==> src/rtl/seq_adder_pkg.sv <==
// rtl/seq_adder_pkg.sv - shared state encoding and width helpers for seq_adder
package seq_adder_pkg;

  typedef enum logic [1:0] {
    IDLE = 2'd0,
    RUN  = 2'd1,
    DONE = 2'd2
  } state_t;

  function automatic int clog2(input int value);
    int r;
    int v;
    r = 0;
    v = value - 1;
    while (v > 0) begin
      r = r + 1;
      v = v >> 1;
    end
    return r;
  endfunction

  // A single-step adder still needs a one-bit counter.
  function automatic int cnt_width(input int steps);
    return (clog2(steps) < 1) ? 1 : clog2(steps);
  endfunction

endpackage

==> src/rtl/seq_adder_add_slice.sv <==
// rtl/seq_adder_add_slice.sv - DIGIT-bit ripple adder built from half-adder pairs
module add_slice #(
  parameter int DIGIT = 8
) (
  input  logic [DIGIT-1:0] x,
  input  logic [DIGIT-1:0] y,
  input  logic             ci,
  output logic [DIGIT-1:0] s,
  output logic             co
);

  logic [DIGIT:0] c;

  assign c[0] = ci;

  for (genvar i = 0; i < DIGIT; i++) begin : g_fa
    logic h1_s;
    logic h1_c;
    logic h2_c;
    // First half adder on the operands, second folds in the carry.
    assign h1_s     = x[i] ^ y[i];
    assign h1_c     = x[i] & y[i];
    assign s[i]     = h1_s ^ c[i];
    assign h2_c     = h1_s & c[i];
    assign c[i+1]   = h1_c | h2_c;
  end

  assign co = c[DIGIT];

endmodule

==> src/rtl/seq_adder.sv <==
// rtl/seq_adder.sv - multi-cycle add/subtract, DIGIT bits per clock with registered carry
module seq_adder
  import seq_adder_pkg::*;
#(
  parameter int WIDTH = 32,
  parameter int DIGIT = 8
) (
  input  logic             clk,
  input  logic             rst_n,
  input  logic             start,
  input  logic             sub,
  input  logic [WIDTH-1:0] a,
  input  logic [WIDTH-1:0] b,
  input  logic             cin,
  output logic             busy,
  output logic             done,
  output logic [WIDTH-1:0] sum,
  output logic             cout,
  output logic             ovf
);

  localparam int STEPS = WIDTH / DIGIT;
  localparam int CW    = cnt_width(STEPS);
  localparam logic [CW-1:0] LAST = CW'(STEPS - 1);

  if (WIDTH % DIGIT != 0) begin : g_bad_digit
    $error("seq_adder: WIDTH must be a multiple of DIGIT");
  end

  state_t           state;
  state_t           state_next;
  logic [CW-1:0]    count;
  logic [WIDTH-1:0] op_a;
  logic [WIDTH-1:0] op_b;
  logic [WIDTH-1:0] acc;
  logic [WIDTH-1:0] acc_next;
  logic             carry;
  logic             a_msb;
  logic             b_msb;
  logic [DIGIT-1:0] slice_s;
  logic             slice_co;

  add_slice #(.DIGIT(DIGIT)) u_slice (
    .x  (op_a[DIGIT-1:0]),
    .y  (op_b[DIGIT-1:0]),
    .ci (carry),
    .s  (slice_s),
    .co (slice_co)
  );

  // Each new slice enters at the top, so after STEPS shifts slice 0 sits at the bottom.
  assign acc_next = (acc >> DIGIT) | (WIDTH'(slice_s) << (WIDTH - DIGIT));

  always_ff @(posedge clk or negedge rst_n) begin
    if (!rst_n) state <= IDLE;
    else        state <= state_next;
  end

  always_comb begin
    state_next = state;
    case (state)
      IDLE:    if (start) state_next = RUN;
      RUN:     if (count == LAST) state_next = DONE;
      DONE:    state_next = IDLE;
      default: state_next = IDLE;
    endcase
  end

  always_ff @(posedge clk or negedge rst_n) begin
    if (!rst_n) begin
      count <= '0;
      op_a  <= '0;
      op_b  <= '0;
      acc   <= '0;
      carry <= 1'b0;
      a_msb <= 1'b0;
      b_msb <= 1'b0;
      sum   <= '0;
      cout  <= 1'b0;
      ovf   <= 1'b0;
    end else begin
      case (state)
        IDLE: begin
          if (start) begin
            op_a  <= a;
            op_b  <= sub ? ~b : b;
            carry <= cin ^ sub;
            a_msb <= a[WIDTH-1];
            b_msb <= b[WIDTH-1] ^ sub;
            acc   <= '0;
            count <= '0;
          end
        end
        RUN: begin
          op_a  <= op_a >> DIGIT;
          op_b  <= op_b >> DIGIT;
          carry <= slice_co;
          acc   <= acc_next;
          count <= count + 1'b1;
          if (count == LAST) begin
            count <= '0;
            sum   <= acc_next;
            cout  <= slice_co;
            ovf   <= (a_msb == b_msb) && (acc_next[WIDTH-1] != a_msb);
          end
        end
        default: ;
      endcase
    end
  end

  assign busy = (state != IDLE);
  assign done = (state == DONE);

endmodule

==> config.mk <==
export PLATFORM = sky130hd
export DESIGN_NAME = seq_adder
export DESIGN_NICKNAME = d
export VERILOG_FILES = /design/src/rtl/seq_adder_pkg.sv /design/src/rtl/seq_adder_add_slice.sv /design/src/rtl/seq_adder.sv
export SDC_FILE = /design/constraint.sdc
export NUM_CORES = 1
export LEC_CHECK = 0
export CORE_MARGIN = 2
export CORE_UTILIZATION = 45
export DETAILED_ROUTE_END_ITERATION = 8
export PLACE_DENSITY = 0.7
export SLEW_MARGIN = 20
export SYNTH_ARGS = -nofsm -noshare
export SYNTH_HDL_FRONTEND = slang
export SYNTH_SLANG_ARGS = --single-unit
==> constraint.sdc <==
create_clock -name clk -period 10.7 [get_ports clk]
set_input_delay 1.605 -clock clk [delete_from_list [all_inputs] [get_ports clk]]
set_output_delay 1.605 -clock clk [all_outputs]
set_load 0.03 [all_outputs]
Yosys cells after proc, flatten, opt, wreduce, memory -nomap -nowiden
Index checks and enable logic that the tools add are counted.
{"block": "totals", "ff_bits": 137, "inputBits": 69, "output_inout_bits": 36}
{"block": "op_classes", "n_addsub": 1, "eq_ne": 7, "muxes": 15, "bitwise": 44, "n_reduce_logical": 8}
{"operator": "$pmux 32 s2", "n": 3}
{"operator": "$mux 32", "n": 4}
{"operator": "$not 32->32", "n": 1}
{"operator": "$or 24x32->32", "n": 1}
{"operator": "$xor 1x1->1", "n": 18}
{"operator": "$and 1x1->1", "n": 16}
{"operator": "$mux 2", "n": 4}
{"operator": "$or 1x1->1", "n": 8}
{"operator": "$pmux 2 s2", "n": 2}
{"operator": "$reduce_and 2->1", "n": 4}
{"operator": "$eq 2x2->1 const B", "n": 2}
{"operator": "$ne 2x2->1 const B", "n": 2}
{"operator": "$reduce_bool 2->1", "n": 2}
{"operator": "$add 2x1->2 const B", "n": 1}
{"operator": "$eq 2x1->1 const B", "n": 1}
{"operator": "$logic_not 2->1", "n": 1}
{"operator": "$pmux 1 s2", "n": 1}
{"operator": "$eq 1x1->1", "n": 1}
{"operator": "$logic_and 1x1->1", "n": 1}
{"operator": "$mux 1", "n": 1}
{"operator": "$ne 1x1->1", "n": 1}

Logic depth before layout (Yosys ltp)
Gate-level depths: netlist of run 1.
{"block": "depth", "depth_word": 19, "depth_mapped": 13}

Hierarchy
A second synthesis of run 1 with hierarchy kept.
{"block": "hier_totals", "hier_cells": 592, "area_unflattened_um2": 6000.8}
{"mod": "seq_adder", "instances": 1, "cells_per_inst": 574, "area_each_um2": 5803.1, "seq_area_each_um2": 3228.1}
{"mod": "add_slice", "instances": 1, "cells_per_inst": 18, "area_each_um2": 197.7, "seq_area_each_um2": 0.0}

Least setup slack after synthesis of run 1
Ideal clock, no wire load.
{"block": "synth_timing", "path_type": "flip-flop to flip-flop", "start": "register op_a[0]", "end": "register ovf", "setup_time_ns": 0.083, "t_arrival_ns": 3.479, "t_required_ns": 10.617, "path_slack_ns": 7.139, "stages_incl_launch_ff": 14, "n_path_buf": 0, "cell_sequence": "dfrtp_1 fa_1 inv_1 fa_1 fa_1 fa_1 fa_1 fa_1 inv_1 fa_1 fa_1 and3b_1 a21oi_1 o21ai_0"}
{"block": "synth_via", "elab_chain_len": 19, "word_cells_on_any_way": 20}
{"element": "start, declared", "line_no": "seq_adder.sv:33", "text": "logic [WIDTH-1:0] op_a;"}
{"element": "start signal, assigned", "line_no": "seq_adder.sv:95", "text": "op_a <= op_a >> DIGIT;"}
{"element": "$xor 1x1->1", "line_no": "seq_adder_add_slice.sv:21", "text": "assign h1_s = x[i] ^ y[i];"}
{"element": "$and 1x1->1", "line_no": "seq_adder_add_slice.sv:24", "text": "assign h2_c = h1_s & c[i];"}
{"element": "$or 1x1->1 (*)", "line_no": "seq_adder_add_slice.sv:25", "text": "assign c[i+1] = h1_c | h2_c;"}
{"element": "$and 1x1->1 (*)", "line_no": "seq_adder_add_slice.sv:24"}
{"element": "$or 1x1->1 (*)", "line_no": "seq_adder_add_slice.sv:25"}
{"element": "$and 1x1->1 (*)", "line_no": "seq_adder_add_slice.sv:24"}
{"element": "$or 1x1->1 (*)", "line_no": "seq_adder_add_slice.sv:25"}
{"element": "$and 1x1->1 (*)", "line_no": "seq_adder_add_slice.sv:24"}
{"element": "(+4 left out)"}
{"element": "$or 1x1->1 (*)", "line_no": "seq_adder_add_slice.sv:25"}
{"element": "$and 1x1->1 (*)", "line_no": "seq_adder_add_slice.sv:24"}
{"element": "$or 1x1->1 (*)", "line_no": "seq_adder_add_slice.sv:25"}
{"element": "$xor 1x1->1 (*)", "line_no": "seq_adder_add_slice.sv:23", "text": "assign s[i] = h1_s ^ c[i];"}
{"element": "$or 24x32->32 (*)", "line_no": "seq_adder.sv:52", "text": "assign acc_next = (acc >> DIGIT) | (WIDTH'(slice_s) << (WIDTH - DIGIT));"}
{"element": "named net acc_next[31]", "line_no": "seq_adder.sv:36", "text": "logic [WIDTH-1:0] acc_next;"}
{"element": "$ne 1x1->1 (*)", "line_no": "seq_adder.sv:104", "text": "ovf <= (a_msb == b_msb) && (acc_next[WIDTH-1] != a_msb);"}
{"element": "$logic_and 1x1->1 (*)", "line_no": "seq_adder.sv:104"}
{"element": "end signal, assigned", "line_no": "seq_adder.sv:104"}
{"element": "end, declared", "line_no": "seq_adder.sv:19", "text": "output logic ovf"}
Mark *: on every way through the listed nets, which the timed path passes. The rest lies on a longest branch.
A chain may end at the register's enable or synchronous reset.

Worst setup path after layout of run 1
Same ends and word-level chain as after synthesis.

==> results of run 1 <==
[where the power goes]
part / internal (µW) / total, µW / leakage [µW] / switching [µW]
logic: 381 / 897 / 0.00140 / 516
clock network: 370 / 591 / 0.000288 / 222
registers: 696 / 835 / 0.00166 / 139
[sequential cells by signal, summed over array words and instances, names as in the netlist]
register,flops
b_msb,1
op_b,32
a_msb,1
op_a,32
count,2
sum,32
state,2
cout,1
acc,24
carry,1
ovf,1
[synth_stat cells (2+ instances only)]
| library cell | count |
|---|---|
| nand2_1 | 72 |
| buf_6 | 4 |
| clkbuf_1 | 11 |
| dfrtp_1 | 129 |
| nor2b_1 | 22 |
| and3b_1 | 3 |
| o21ai_0 | 36 |
| buf_4 | 2 |
| a21oi_1 | 22 |
| nand3_1 | 39 |
| a221o_1 | 25 |
| a2bb2oi_1 | 3 |
| fa_1 | 8 |
| nor2_1 | 27 |
| inv_1 | 13 |
| mux2_2 | 28 |
| buf_1 | 3 |
| a22oi_1 | 22 |
| o21ai_1 | 6 |
| buf_2 | 24 |
| xnor2_1 | 32 |
[metal layers]
metal | global-route usage | part of all wire | wire (µm) | up-vias
met5 | 0 | 0 | 0 | -
met4 | 0.07304 | 0.018 | 249 | 0
met3 | 0.04312 | 0.055 | 740 | 20
met2 | 0.3263 | 0.49 | 6612 | 164
met1 | 0.2678 | 0.44 | 5942 | 2145
li1 | - | - | - | 2040
[how the worst min path moves through the flow]
stage                to  startpoint  slack [ps]
2_1_floorplan  op_a[31]    op_a[31]         450
3_3_place_gp   op_a[31]    op_a[31]         470
3_5_place_dp   op_a[31]    op_a[31]         470
4_1_cts        op_a[31]    op_a[31]         480
5_1_grt          sum[1]      sum[1]         520
6_report       op_a[31]    op_a[31]         480
[critical path, delay by kind of cell, from the launching register on]
| family | cells | cell delay (ps) |
|---|---|---|
| AND/OR/NAND/NOR | 1 | 240 |
| adder cells (fa/ha/maj) | 8 | 2910 |
| flip-flops | 1 | 440 |
| AO/OA/AOI/OAI | 2 | 180 |
| buffers and inverters | 2 | 130 |
[area by class of cell]
type	count	share of cell area
clock buffer	18	0.05689
clock inverter	14	0.02372
inverter	13	0.006469
multi-input combinational	355	0.3120
sequential	129	0.4279
tap	172	0.02853
timing repair buffer	111	0.1445
[cells by family after synthesis]
family                     share of synthesized area
buffers and inverters                        0.04819
AOI/OAI and AO/OA                             0.1343
DFF                                           0.5526
and+or+nand+nor                               0.1319
xor gates and xnor gates                     0.04948
adders and majority gates                    0.02956
muxes                                        0.05397
[stage by stage]
| stage | util | worst slack, ps | hold WS [ps] |
|---|---|---|---|
| floorplan | - | 7139 | 446.7 |
| global placement | 0.5468 | 6376 | 466.4 |
| detailed placement | 0.5468 | 6327 | 469.3 |
| CTS | 0.5947 | 6695 | 482.3 |
| global route | 0.5953 | 6524 | 515.5 |
| finish | 0.5953 | 6696 | 482.0 |
==> results.cfg, run 1 <==
[min_path]
hold_path_class = flop to flop
hold_path_depth = 2

[worst_setup_path]
critPathMaxStageDelay_ps = 490
r2r_slack_ps = 6700
setup.worst_path.start_class = flop
crit_top_cell = fa_1
critical_path_class = flop to flop
crit_slowest_cell = fa_1
r2r-start = op_a[0]
required_ps = 11000
endpoint = ovf
r2r_end = ovf
worstPathArrival_ps = 4300
ff2ff_path_depth = 13
crit_start = op_a[0]
endpoint_kind = flop
path_cells = fa_1 > inv_1 > fa_1 > fa_1 > fa_1 > fa_1 > fa_1 > inv_1 > fa_1 > fa_1 > and3b_1 > a21oi_1 > o21ai_0
worstPathMaxFanout = 4

[floorplanning]
die-area_um2 = 13910
rows = 41
core-area_um2 = 12670
start_util = 0.4610
die_h_um = 117.9
die-width_um = 117.9
ios = 105

[place]
placed_cell_area_um2 = 6928
place_hpwl_um = 8899
gp_congestion = 0.7879
port_buffers = 104
dp_cells = 780

[drt]
drcViolationCount = 0
drt_wl_total_um = 13540
final_antenna_net_count = 0
drt-pass1-iter-count = 7
wl_per_cell_um = 16.68
vias = 4369
drt-initial-drc-count = 301
routed_via_density = 5.381

[finish]
area_growth_pct = 29.13
fillers = 1045
multi_input_area_um2 = 2354
final_common_cell = dfrtp_1
diodes = 0
regArea_um2 = 3228
fin_area_um2 = 7543
layout_common_cells = dfrtp_1, clkdlybuf4s50_1, nand2_1, nand3_1, o21ai_0
fin_nets = 705
drive_above_1_share = 0.1156
stdcell_count = 812

[logic_synthesis]
synthDistinctLibCells = 31
syn_area_um2 = 5842
yosys.area.top_type_share = 0.5526
synth_seq_cells = 129
ys_async_sr_fraction = 1.000
synthCells = 541
syn_area_per_cell_um2 = 10.80
synthFlopType = dfrtp_1
synth-edff-count = 0
yosysWarningCount = 0
synth_nets = 619
yosysTopAreaCell = dfrtp_1
synthTopCellsByArea = dfrtp_1, mux2_2, xnor2_1, nand2_1, a221o_1
ys_seq_area_frac = 0.5526

[sta]
max_slew_margin = 0.3156
slew_viol_final = 0
hold_violations = 0
fin_setup_tns_ps = 0
rsz0062_at_grt = no
clock_skew_ps = 13.88
fmax_mhz = 249.8
setup_viol = 0
worst_pin_slew_ps = 1023
fin_crit_sh = 0.3742
finalCriticalPeriod_ps = 4004

[flow_run]
maxCapViolCount = 0

[global_route]
grt_pass1_wl_um = 22310
grt_max_degree = 73
first_global_vias = 4435
overflow = 0
antenna_found_initial = 0
grt_usage = 0.2014

[power]
ir_worst_vdd_v = 0.0001183
powerDensity_nw_per_um2 = 308.0
report.power.total_uw = 2323
leakage_uw = 0.003343

[cts]
ctsHoldBuffers = 0
clk-insertion-delay-late_ps = 410
numCtsBuffers = 17
h-tree-depth = 4
ctsResizeCount = 0
post_cts_buffers = 0
clk_pin_slew_ps = 60
clockBufferDepth = 2
cts.sinks = 129
cts-root-buf = clkbuf_16
cts_tree = yes

[status]
status = completed
Note: power is estimated with default switching activity, not from simulation.
==> run 2, diff against run 1 <==
- PLACE_DENSITY: 0.7 -> 0.73
- clock period: 10.7 -> 3.4 ns (I/O delays scaled with it)
==> run 2 against run 1 <==
  * Sequential power grew to 3.2 times the previous value
  * Cell area is 1.1% higher
  * Clock skew is 5.8 ps lower
  * Core utilization is 0.66 points higher
  * Register-to-register slack worse by 7000 ps
  * The flow now finishes with violations (negative setup slack)
  * Fmax is 9.4% higher
  * Worst hold slack worse by 360 ps
  * Die area stayed put
  * Non-clock buffer count is 9 higher
  * Largest cell class unchanged
  * Clock power grew to 2.9 times the previous value
  * Via count is 2.8% higher
  * Clock-buffer cell count is 4 higher
==> results.cfg, run 2 (synthesized netlist as in run 1, its figures left out) <==
[global_route]
antenna_found_initial = 0
first_global_vias = 4620
grt_pass1_wl_um = 22870
grt_usage = 0.2060
overflow = 0
grt_max_degree = 61

[cts]
ctsHoldBuffers = 0
cts_tree = yes
clockBufferDepth = 2
clk-insertion-delay-late_ps = 410
numCtsBuffers = 17
clk_pin_slew_ps = 60
cts-root-buf = clkbuf_16
h-tree-depth = 4
cts.sinks = 129

[sta]
fmax_mhz = 273.2
worst_pin_slew_ps = 1001
hold_violations = 0
clock_skew_ps = 8.047
slew_viol_final = 0
setup_viol = 3
finalCriticalPeriod_ps = 3660
rsz0062_at_grt = yes
fin_crit_sh = 1.076
max_slew_margin = 0.3290
setup_ws_ps = -259.8

[power]
leakage_uw = 0.003396
ir_worst_vdd_v = 0.0004119
powerDensity_nw_per_um2 = 961.8

[place]
port_buffers = 104
place_hpwl_um = 9106
gp_congestion = 0.8415
dp_worst_setup_slack_ps = -301.4
dp_cells = 788

[floorplanning]
ios = 105
core-area_um2 = 12670
rows = 41
die-width_um = 117.9
die_h_um = 117.9
start_util = 0.4610
die-area_um2 = 13910

[worst_setup_path]
setup.worst_path.start_class = flop
required_ps = 3710
critical_path_class = flop to flop
endpoint_kind = flop
r2r-start = carry
worstPathMaxFanout = 4
r2r_slack_ps = -260
worstPathArrival_ps = 3970
ff2ff_path_depth = 13
r2r_end = ovf

[status]
status = complete, but fails checks
violations = negative setup slack

[drt]
final_antenna_net_count = 0
vias = 4492
wl_per_cell_um = 16.81
drt-pass1-iter-count = 5
drt-initial-drc-count = 419
routed_via_density = 5.471
drt_wl_total_um = 13800
drcViolationCount = 0

[finish]
stdcell_count = 821
diodes = 0
drive_above_1_share = 0.1402
reg.largest.list = op_a: 32 flops, op_b: 32 flops, sum: 32 flops
fillers = 1012
final_common_cell = dfrtp_1
area_growth_pct = 30.56
layout_common_cells = dfrtp_1, clkdlybuf4s50_1, nand2_1, nand3_1, o21ai_0
fin_nets = 714

[min_path]
hold_path_class = input port to asynchronous set/reset pin

[flow_run]
maxCapViolCount = 0
-- run 2: cell count changes in the layout (fill, tap and decap cells not counted), sizes merged --
cell	before	now
bufinv	3	2
clkinv	4	7
clkinvlp	3	1
inv	17	13
clkbuf	18	22
buf	9	18
-- run 2: repair_timing --
action	4_1_cts	5_1_grt
resized for setup	6	1
pin swaps	3	1
setup buffers	1	0
endpoints found under the setup margin	3	4
-- run 2: worst max path at each step --
stage,start,end,slack (ps),depth (start not counted)
finish,carry,ovf,-260,13
floorplan,op_a[0],ovf,-60,13
global placement,op_a[0],ovf,-160,13
CTS,carry,ovf,-260,13
global route,carry,ovf,-390,13
detailed placement,op_a[0],ovf,-300,13
-- run 2: area by class of cell --
cell class | count | area (µm²) | share of cell area
clock buffer | 22 | 464.2 | 0.06086
clock inverter | 10 | 110.1 | 0.01444
inverter | 13 | 48.80 | 0.006398
multi-input combinational | 355 | 2370 | 0.3107
sequential | 129 | 3228 | 0.4232
tap | 172 | 215.2 | 0.02822
timing repair buffer | 120 | 1191 | 0.1562
-- run 2: through the flow --
stage	hold WS (ps)	total power (µW)	area, µm²	setup TNS [ps]	utilization
after floorplan	214.4	4473	5854	-59.31	-
after global placement	468.7	5416	7034	-238.2	0.5552
after detailed placement	472.4	5548	7034	-537.6	0.5552
after CTS	132.9	7372	7625	-467.4	0.6018
after global routing	157.7	7775	7627	-861.0	0.6020
final	119.0	7336	7627	-464.6	0.6020
-- run 2: worst max-delay path, cell delays in order, from the launching register on --
cell and delay, ps:
dfrtp_1 390, fa_2 230, inv_2 40, fa_2 340, fa_2 370, fa_2 350, fa_2 350, fa_2 360
inv_2 70, fa_2 210, fa_2 470, and3b_1 230, a21oi_1 40, o21ai_1 110
-- run 2: power breakdown --
group / switching, µW / internal, µW
clock: 632 / 1110
sequential: 480 / 2190
combinational: 1630 / 1290
-- run 2: per-layer routing --
layer  part of all wire  GRT usage  up-vias
met2               0.51     0.3499      175
met4              0.020    0.07831        0
met3              0.051    0.03585       22
li1                   -          -     2066
met1               0.42     0.2640     2229
met5                  0          0        -
==> run 3, diff against run 2 <==
- RECOVER_POWER: not set -> 25
==> run 3 against run 2 <==
  * The run ends with max-capacitance violations, max-slew violations, negative setup slack left
  * Critical path type unchanged
  * Flip-flop and latch count did not move
  * Combinational power barely moved
  * Non-clock buffer count did not move
  * Cell count did not move
  * Total power barely moved
  * Fmax barely moved
  * Largest cell class unchanged
  * Critical endpoint unchanged
  * Largest power group unchanged
  * Setup slack got worse by 0.74 ps
==> results.cfg, run 3 (synthesized netlist as in run 1, its figures left out) <==
[status]
status = complete, but fails checks
violations = max-capacitance violations, max-slew violations, negative setup slack

[power]
swShare = 0.3738
p_seq_frac = 0.364
powerDensity_nw_per_um2 = 964.0
ir_worst_vdd_v = 0.0004131
power_switching_uw = 2743
leakage_uw = 0.003388
pwr-share-comb = 0.398
intPower_uw = 4594
pwr-share-clk = 0.238

[drt]
drt_wl_total_um = 13780
drcViolationCount = 0
vias = 4484
wl_per_cell_um = 16.79
routed_via_density = 5.462
final_antenna_net_count = 0
drt-pass1-iter-count = 5
drt-initial-drc-count = 374

[worst_setup_path]
endpoint_kind = flop
worstPathArrival_ps = 3970
setup.worst_path.start_class = flop
r2r-start = carry
worstPathMaxFanout = 4
r2r_slack_ps = -260
crit_start = carry
r2r_end = ovf
critical_path_class = flop to flop
ff2ff_path_depth = 13
required_ps = 3710

[sta]
worst_pin_slew_ps = 2522
setup_viol = 3
fin_crit_sh = 1.077
fin_setup_tns_ps = -466.7
finalCriticalPeriod_ps = 3661
clock_skew_ps = 7.412
rsz0062_at_grt = yes
max_slew_margin = -0.6816
setup_ws_ps = -260.5
fmax_mhz = 273.2
slew_viol_final = 48
hold_violations = 0

[place]
gp_congestion = 0.8415
dp_cells = 788
place_hpwl_um = 9106
port_buffers = 104

[global_route]
overflow = 0
grt_pass1_wl_um = 22870
first_global_vias = 4620
grt_usage = 0.2060
antenna_found_initial = 0
grt_max_degree = 61

[floorplanning]
rows = 41
core-area_um2 = 12670
die-width_um = 117.9
die-area_um2 = 13910
start_util = 0.4610
die_h_um = 117.9
ios = 105

[finish]
fillers = 1016
diodes = 0
drive_above_1_share = 0.1387
final_common_cell = dfrtp_1
layout_common_cells = dfrtp_1, clkdlybuf4s50_1, nand2_1, nand3_1, o21ai_0
stdcell_count = 821
fin_nets = 714
reg.largest.list = op_a: 32 flops, op_b: 32 flops, sum: 32 flops
area_growth_pct = 30.28

[cts]
cts.sinks = 129
ctsHoldBuffers = 0
numCtsBuffers = 17
h-tree-depth = 4
clk-insertion-delay-late_ps = 410
cts-root-buf = clkbuf_16
clk_pin_slew_ps = 50
cts_tree = yes
clockBufferDepth = 2

[min_path]
worstHoldStart = op_a[31]
hold_path_class = flop to flop
hold_path_depth = 2
whs_endpoint = op_a[31]

[flow_run]
maxCapViolCount = 1
run 3: cell count changes in the layout (fill, tap and decap cells not counted), sizes merged:
cell,delta
buf,-2
clkbuf,+2
run 3: per-layer routing:
metal  routed length, µm  vias to the layer above  GRT usage
li1                    -                     2068          -
met1                5847                     2217     0.2640
met4                 274                        0    0.07831
met2                6960                      178     0.3499
met5                   0                        -          0
met3                 699                       21    0.03585
run 3: layout make-up:
cell class / count / area [µm²] / area share
clock inverter: 10 / 110.1 / 0.01447
clock buffer: 22 / 464.2 / 0.06099
multi-input combinational: 355 / 2370 / 0.3114
tap: 172 / 215.2 / 0.02828
sequential: 129 / 3228 / 0.4241
inverter: 13 / 48.80 / 0.006411
timing repair buffer: 120 / 1175 / 0.1544
run 3: power by group through the flow:
stage,Sequential (µW),Clock [µW],Combinational [µW]
2_1_floorplan,2880,0,1590
3_3_place_gp,2640,0,2780
3_5_place_dp,2680,0,2870
4_1_cts,2670,1770,2940
5_1_grt,2750,1830,3200
6_report,2670,1750,2920
run 3: worst max path at each step:
stage,to,slack (ps),cells after the start
3_3_place_gp,ovf,-160,13
4_1_cts,ovf,-260,13
2_1_floorplan,ovf,-60,13
5_1_grt,ovf,-390,13
3_5_place_dp,ovf,-300,13
6_report,ovf,-260,13
run 3: per-stage QoR:
step	util	instance area, µm²	worst slack (ps)	total power [µW]	hold WS, ps
finish	0.6007	7611	-260.5	7337	481.8
global route	0.6007	7611	-392.6	7773	520.0
CTS	0.6018	7625	-261.2	7372	132.9
detailed placement	0.5552	7034	-301.4	5548	472.4
global placement	0.5552	7034	-161.3	5416	468.7
floorplan	-	5854	-59.31	4473	214.4
run 3: timing repair:
item                                    4_1_cts  5_1_grt
hold endpoints to repair                      0        0
setup buffers                                 1        0
endpoints found under the setup margin        3        4
pin swaps                                     3        1
gates resized for setup                       6        1
run 3: critical path: stages (launching register included):
cell and delay (ps):
dfrtp_1 390, fa_2 230, inv_2 40, fa_2 340
fa_2 370, fa_2 350, fa_2 350, fa_2 360
inv_2 70, fa_2 210, fa_2 470, and3b_1 230
a21oi_1 40, o21ai_1 110
